===== src/rtl/wbq_pkg.sv =====
// wbq_pkg: shared widths, entry layout and count-width helper for wb_write_queue.
package wbq_pkg;

   localparam int WBQ_DW    = 32;
   localparam int WBQ_AW    = 5;
   localparam int WBQ_DEPTH = 4;

   typedef struct packed {
      logic [WBQ_AW-1:0] rw;
      logic [WBQ_DW-1:0] data;
   } wbq_entry_t;

   // The count must be able to hold DEPTH itself, so it needs one bit beyond the pointers.
   function automatic int wbq_cnt_w(input int depth);
      return $clog2(depth) + 1;
   endfunction

endpackage


===== src/rtl/wbq_fwd_match.sv =====
// wbq_fwd_match: parallel address compare over pending writes with youngest-first select.
module wbq_fwd_match
   import wbq_pkg::*;
#(
   parameter int N = WBQ_DEPTH + 1
) (
   input  logic [WBQ_AW-1:0]  addr_i,
   input  wbq_entry_t [N-1:0] cand_i,
   input  logic [N-1:0]       valid_i,
   output logic               hit_o,
   output logic [WBQ_DW-1:0]  data_o
);

   // NOTE: every output gets a default first so no path through the block infers a latch.
   always_comb begin
      hit_o  = 1'b0;
      data_o = '0;
      if (addr_i != '0) begin
         // Candidates run oldest (index 0) to youngest, so a later match overrides.
         for (int i = 0; i < N; i++) begin
            if (valid_i[i] && (cand_i[i].rw == addr_i)) begin
               hit_o  = 1'b1;
               data_o = cand_i[i].data;
            end
         end
      end
   end

endmodule


===== src/rtl/wb_write_queue.sv =====
// wb_write_queue: in-order writeback queue retiring one register write per cycle.
// Define WBQ_FWD_EN to add the RA/RB forwarding lookup of pending data.
module wb_write_queue
   import wbq_pkg::*;
#(
   parameter int DEPTH = WBQ_DEPTH,
   parameter int DW    = WBQ_DW,
   parameter int AW    = WBQ_AW
) (
   input  logic          Clk,
   input  logic          Rst,
   input  logic          MemWr,
   input  logic [AW-1:0] MemRW,
   input  logic [DW-1:0] MemData,
   input  logic          AluWr,
   input  logic [AW-1:0] AluRW,
   input  logic [DW-1:0] AluData,
`ifdef WBQ_FWD_EN
   input  logic [AW-1:0] RA,
   input  logic [AW-1:0] RB,
   output logic          FwdHitA,
   output logic          FwdHitB,
   output logic [DW-1:0] FwdDataA,
   output logic [DW-1:0] FwdDataB,
`endif
   output logic          Stall,
   output logic          RegWr,
   output logic [AW-1:0] RW,
   output logic [DW-1:0] BusW,
   output logic          Overflow,
   output logic          Empty
);

   localparam int PW = $clog2(DEPTH);
   localparam int CW = wbq_cnt_w(DEPTH);

   // Entries use the package layout, so DW/AW overrides must match wbq_pkg.
   wbq_entry_t    q_mem [DEPTH];
   logic [PW-1:0] head_q, head_d, tail_q, tail_d;
   logic [CW-1:0] count_q, count_d, free_s;
   logic          reg_wr_q, overflow_q;
   logic [AW-1:0] rw_q;
   logic [DW-1:0] busw_q;
   logic          deq_s, mem_v, alu_v, take_mem, take_alu, drop_s;

   always_comb begin
      deq_s    = (count_q != '0);
      free_s   = CW'(DEPTH) - count_q + CW'(deq_s);
      mem_v    = MemWr && (MemRW != '0);
      alu_v    = AluWr && (AluRW != '0);
      // Mem is the older instruction: it claims the first free slot, Alu needs one more.
      take_mem = mem_v && (free_s != '0);
      take_alu = alu_v && (free_s > CW'(take_mem));
      drop_s   = (mem_v && !take_mem) || (alu_v && !take_alu);
      head_d   = head_q + PW'(deq_s);
      tail_d   = tail_q + PW'(take_mem) + PW'(take_alu);
      count_d  = count_q + CW'(take_mem) + CW'(take_alu) - CW'(deq_s);
   end

   // NOTE: sequential state uses non-blocking assignments so all registers update together.
   always_ff @(posedge Clk) begin
      if (!Rst) begin
         head_q     <= '0;
         tail_q     <= '0;
         count_q    <= '0;
         reg_wr_q   <= 1'b0;
         rw_q       <= '0;
         busw_q     <= '0;
         overflow_q <= 1'b0;
      end else begin
         head_q     <= head_d;
         tail_q     <= tail_d;
         count_q    <= count_d;
         reg_wr_q   <= deq_s;
         overflow_q <= overflow_q | drop_s;
         if (deq_s) begin
            rw_q   <= q_mem[head_q].rw;
            busw_q <= q_mem[head_q].data;
         end
      end
   end

   // NOTE: queue storage has no reset; count_q alone decides which entries are valid.
   always_ff @(posedge Clk) begin
      if (Rst) begin
         if (take_mem) q_mem[tail_q] <= '{rw: MemRW, data: MemData};
         if (take_alu) q_mem[tail_q + PW'(take_mem)] <= '{rw: AluRW, data: AluData};
      end
   end

   assign Stall    = (CW'(DEPTH) - count_q) < CW'(2);
   assign Empty    = (count_q == '0) && !reg_wr_q;
   assign RegWr    = reg_wr_q;
   assign RW       = rw_q;
   assign BusW     = busw_q;
   assign Overflow = overflow_q;

`ifdef WBQ_FWD_EN
   wbq_entry_t [DEPTH:0] cand_s;
   logic [DEPTH:0]       cand_v;

   // Slot 0 is the output stage (oldest); slots 1..DEPTH follow queue order from head.
   always_comb begin
      cand_s[0] = '{rw: rw_q, data: busw_q};
      cand_v[0] = reg_wr_q;
      for (int k = 0; k < DEPTH; k++) begin
         cand_s[k+1] = q_mem[head_q + PW'(k)];
         cand_v[k+1] = (CW'(k) < count_q);
      end
   end

   wbq_fwd_match #(.N(DEPTH + 1)) u_fwd_a (
      .addr_i (RA),
      .cand_i (cand_s),
      .valid_i(cand_v),
      .hit_o  (FwdHitA),
      .data_o (FwdDataA)
   );

   wbq_fwd_match #(.N(DEPTH + 1)) u_fwd_b (
      .addr_i (RB),
      .cand_i (cand_s),
      .valid_i(cand_v),
      .hit_o  (FwdHitB),
      .data_o (FwdDataB)
   );
`endif

endmodule

===== config.mk =====
export PLATFORM = sky130hd
export DESIGN_NAME = wb_write_queue
export DESIGN_NICKNAME = d
export VERILOG_FILES = /design/src/rtl/wbq_pkg.sv /design/src/rtl/wbq_fwd_match.sv /design/src/rtl/wb_write_queue.sv
export SDC_FILE = /design/constraint.sdc
export NUM_CORES = 1
export LEC_CHECK = 0
export CAP_MARGIN = 20
export CORE_ASPECT_RATIO = 1.2
export CORE_UTILIZATION = 45
export CTS_BUF_LIST = sky130_fd_sc_hd__clkbuf_8
export DETAILED_ROUTE_END_ITERATION = 10
export PLACE_DENSITY = 0.76
export SLEW_MARGIN = 10
export SYNTH_ARGS = -nofsm -noshare
export SYNTH_HDL_FRONTEND = slang
export SYNTH_SLANG_ARGS = --single-unit

===== constraint.sdc =====
create_clock -name Clk -period 5.8 [get_ports Clk]
set_clock_uncertainty 0.05 [all_clocks]
set_input_delay 1.16 -clock Clk [delete_from_list [all_inputs] [get_ports Clk]]
set_output_delay 1.16 -clock Clk [all_outputs]
set_load 0.03 [all_outputs]

==> summary.txt <==
Run status
  • Status: complete, no violations

STA
  • Setup TNS: 0 ns
  • Worst slew pin tran: 1.104 ns
  • Fin. max-slew vios: 0
  • Count of final setup violators: 0
  • Minimum clock period: 4.807 ns
  • Max Clk Rate: 0.2080 GHz
  • Slew HR: 26.40%
  • Final-report hold violation count: 0
  • Tcrit/Tclk final: 82.89%
  • RSZ-0062 raised after global routing: false

Global routing
  • Antenna violations before repair: 0
  • Remaining global-route overflow: 0
  • Global-route wire length before repair: 31.97 mm
  • Pin count of the biggest net entering global routing: 53
  • All-Layer GR Usage: 19.98%
  • Vias in the first global route: 5,871

Route
  • Vias: 5,321
  • Met1 WL: 8.166 mm
  • Drt wl/cell: 20.62 µm
  • DR top layer: met4
  • Detail Route Antenna Nets: 0
  • Drt drc: 0
  • Met3 wire length: 643 µm
  • Via density: 5.408
  • Initial DRC Count: 271
  • Met2 wire length: 11.14 mm
  • DR pass1 iterations: 4
  • Routed WL: 20.29 mm

Pwr
  • Int Power: 3343 µW
  • Pwr Density: 461.4 nW/µm²
  • Sequential share of power: 42.3%
  • Total power: 5207 µW
  • Leakage power: 0.003896 µW
  • Sw Share: 35.81%
  • Comb pwr share: 42.5%
  • Clock power share: 15.2%
  • Switching pwr: 1865 µW
  • Peak supply drop: 0.3316 mV

Setup path
  • Worst Path Buf+Inv: 3
  • Crit. End Element: flop
  • Family with the most delay on the worst path: simple AND/OR/NAND/NOR gates
  • Arrival @ worst endpoint: 4.97 ns
  • CP peak stage delay: 0.64 ns
  • CP cell instances: clkdlybuf4s50_1 -> or4_1 -> o21ai_0 -> or2_2 -> inv_1 -> ha_1 -> o21bai_1 -> nor2_1 -> nor4b_4 -> buf_4 -> mux2_2
  • Crit-path slowest cell: buf_4
  • Crit Path Max Fanout: 37
  • Crit path kind: input pin to flop
  • Worst EP required: 5.96 ns
  • Nature of the critical path startpoint: input pin

Finish
  • Fin cells: 984
  • Fill cells: 1,652
  • Ratio of cells with drive above 1 in the final layout: 34.08%
  • Final Net Count: 795
  • Layout Utilization: 55.33%
  • Area Overhead vs Synth: 19.31%
  • Antenna Cells: 0

Placement
  • Dpl cells: 952
  • Final GP Congestion: 0.7111
  • DP HPWL: 12.76 mm
  • Port Buffers: 118

Synthesis
  • Top-count cell post-synth: edfxtp_1
  • YS warnings: 0
  • Most used DFF post-synth: edfxtp_1
  • Yosys cell types: 32
  • Mean Syn Cell Area: 16.01 µm²
  • Yosys top cell area share: 46.98%
  • Number of enable flip-flop cells after synthesis: 148
  • Post-Syn Area: 9459 µm²
  • Syn nets: 680
  • Yosys top cell by area: edfxtp_1
  • Flops & latches, synth: 194
  • Largest cells by area after synthesis: edfxtp_1 47%, mux2_4 12%, dfxtp_1 9.7%
  • Syn Inst Count: 591
  • Sequential area share after synthesis: 56.72%
  • Ys async rst share: 0%
  • Most common library cells after synthesis: 148 x edfxtp_1, 76 x mux2_4, 76 x nand2_1, 72 x mux2_2, 46 x dfxtp_1

CTS
  • Worst-path clk slew: 0.09 ns
  • CTS Hold Buffers Added: 0
  • Latest clock arrival within the worst-skew pair: 0.46 ns
  • Num CTS Buffers: 17
  • Cts repair resizes: 0
  • Postcts setup bufs: 0
  • TritonCTS clock tree: done
  • CTS max path bufs: 2
  • # clock sinks: 194
  • H-Tree Level Count: 4
  • CTS Root Cell: clkbuf_8

Die
  • # rows: 57
  • Die Area: 21,610 µm²
  • Die H: 160.8 µm
  • Core Area: 20,400 µm²
  • IO Count: 119
  • Initial core utilization: 46.37%
  • Die width: 134.4 µm

Run
  • Max-Cap Viols: 0

Worst hold path
  • Hold Path Class: flop to flop
metal layers:
metal | up-vias | GRT usage (%)
met1 | 2703 | 22.77
met5 | - | 0
met3 | 26 | 3.725
met4 | 0 | 7.048
li1 | 2471 | -
met2 | 121 | 36.98
worst paths after layout:
kind,cells past startpoint,startpoint,endpoint,slack (ns)
max,11,MemRW[1],q_mem[0][11],0.99
min,2,BusW[11],BusW[11],0.43
min reg2reg,2,BusW[11],BusW[11],0.43
max reg2reg,16,count_q[1],q_mem[0][11],1.34
metrics by stage:
step | hold WS, ns | cell area (µm²) | setup WS, ns
2_1_floorplan | 0.5023 | 9459 | 0.9258
3_3_place_gp | 0.4093 | 10930 | 0.6649
3_5_place_dp | 0.4164 | 10930 | 0.5339
4_1_cts | 0.4296 | 11290 | 1.040
5_1_grt | 0.4487 | 11290 | 0.8837
6_report | 0.4300 | 11290 | 0.9925
kinds of logic after synthesis:
| kind of cell | Yosys count | synth area share (%) |
|---|---|---|
| compound gates | 45 | 3.651 |
| xor+xnor | 6 | 0.5556 |
| fa+ha+maj | 11 | 1.614 |
| buf+inv | 47 | 2.923 |
| flops | 194 | 56.72 |
| mux | 185 | 29.44 |
| simple gates | 103 | 5.093 |
power groups by stage:
stage          Clock [µW]  Combinational, µW  Sequential (µW)
2_1_floorplan           0               1330             2350
3_3_place_gp            0               2190             2220
3_5_place_dp            0               2240             2240
4_1_cts               819               2250             2210
5_1_grt               872               2380             2250
6_report              794               2210             2200
cell usage in the layout, fill, tap and decap left out, types with 2 or more instances in the layout:
master,Yosys,final
a21boi_0,37,37
and2_1,6,6
buf_4,0,16
clkbuf_8,0,21
clkdlybuf4s50_1,0,117
clkinv_4,0,3
clkinvlp_4,0,3
dfxtp_1,46,44
edfxtp_1,148,148
fa_1,2,2
ha_1,9,8
inv_1,9,12
mux2_2,72,72
mux2_4,76,76
mux4_2,37,37
nand2_1,76,76
nand3b_1,2,2
nor2_1,3,3
nor2b_1,5,5
nor3_1,2,2
nor4b_4,0,2
o21bai_4,0,4
xnor2_1,2,2
xor2_1,4,4
registers in the layout, summed over array words and instances (netlist names):
signal    count
count_q       3
q_mem       148
RegWr         1
tail_q        2
RW            5
Overflow      1
head_q        2
BusW         32
cell type report:
class / instances / area, µm² / area share [%]
sequential: 194 / 5370 / 47.58
timing repair buffer: 134 / 1296 / 11.49
clock buffer: 21 / 289.0 / 2.561
tap: 265 / 331.6 / 2.938
multi-input combinational: 350 / 3897 / 34.53
inverter: 9 / 33.78 / 0.2993
clock inverter: 11 / 67.56 / 0.5987
worst register-to-register path: stages (launching register included):
cell and delay (ns):
dfxtp_1 0.33, inv_1 0.10, ha_1 0.17, ha_2 0.19, inv_2 0.04, ha_1 0.18
ha_1 0.19, xnor2_1 0.28, nor3_1 0.12, or2_2 0.41, inv_1 0.12, ha_1 0.23
o21bai_1 0.18, nor2_1 0.21, nor4b_4 0.34, buf_4 0.64, mux2_2 0.43
No activity file was read; power rests on OpenSTA's default activity.
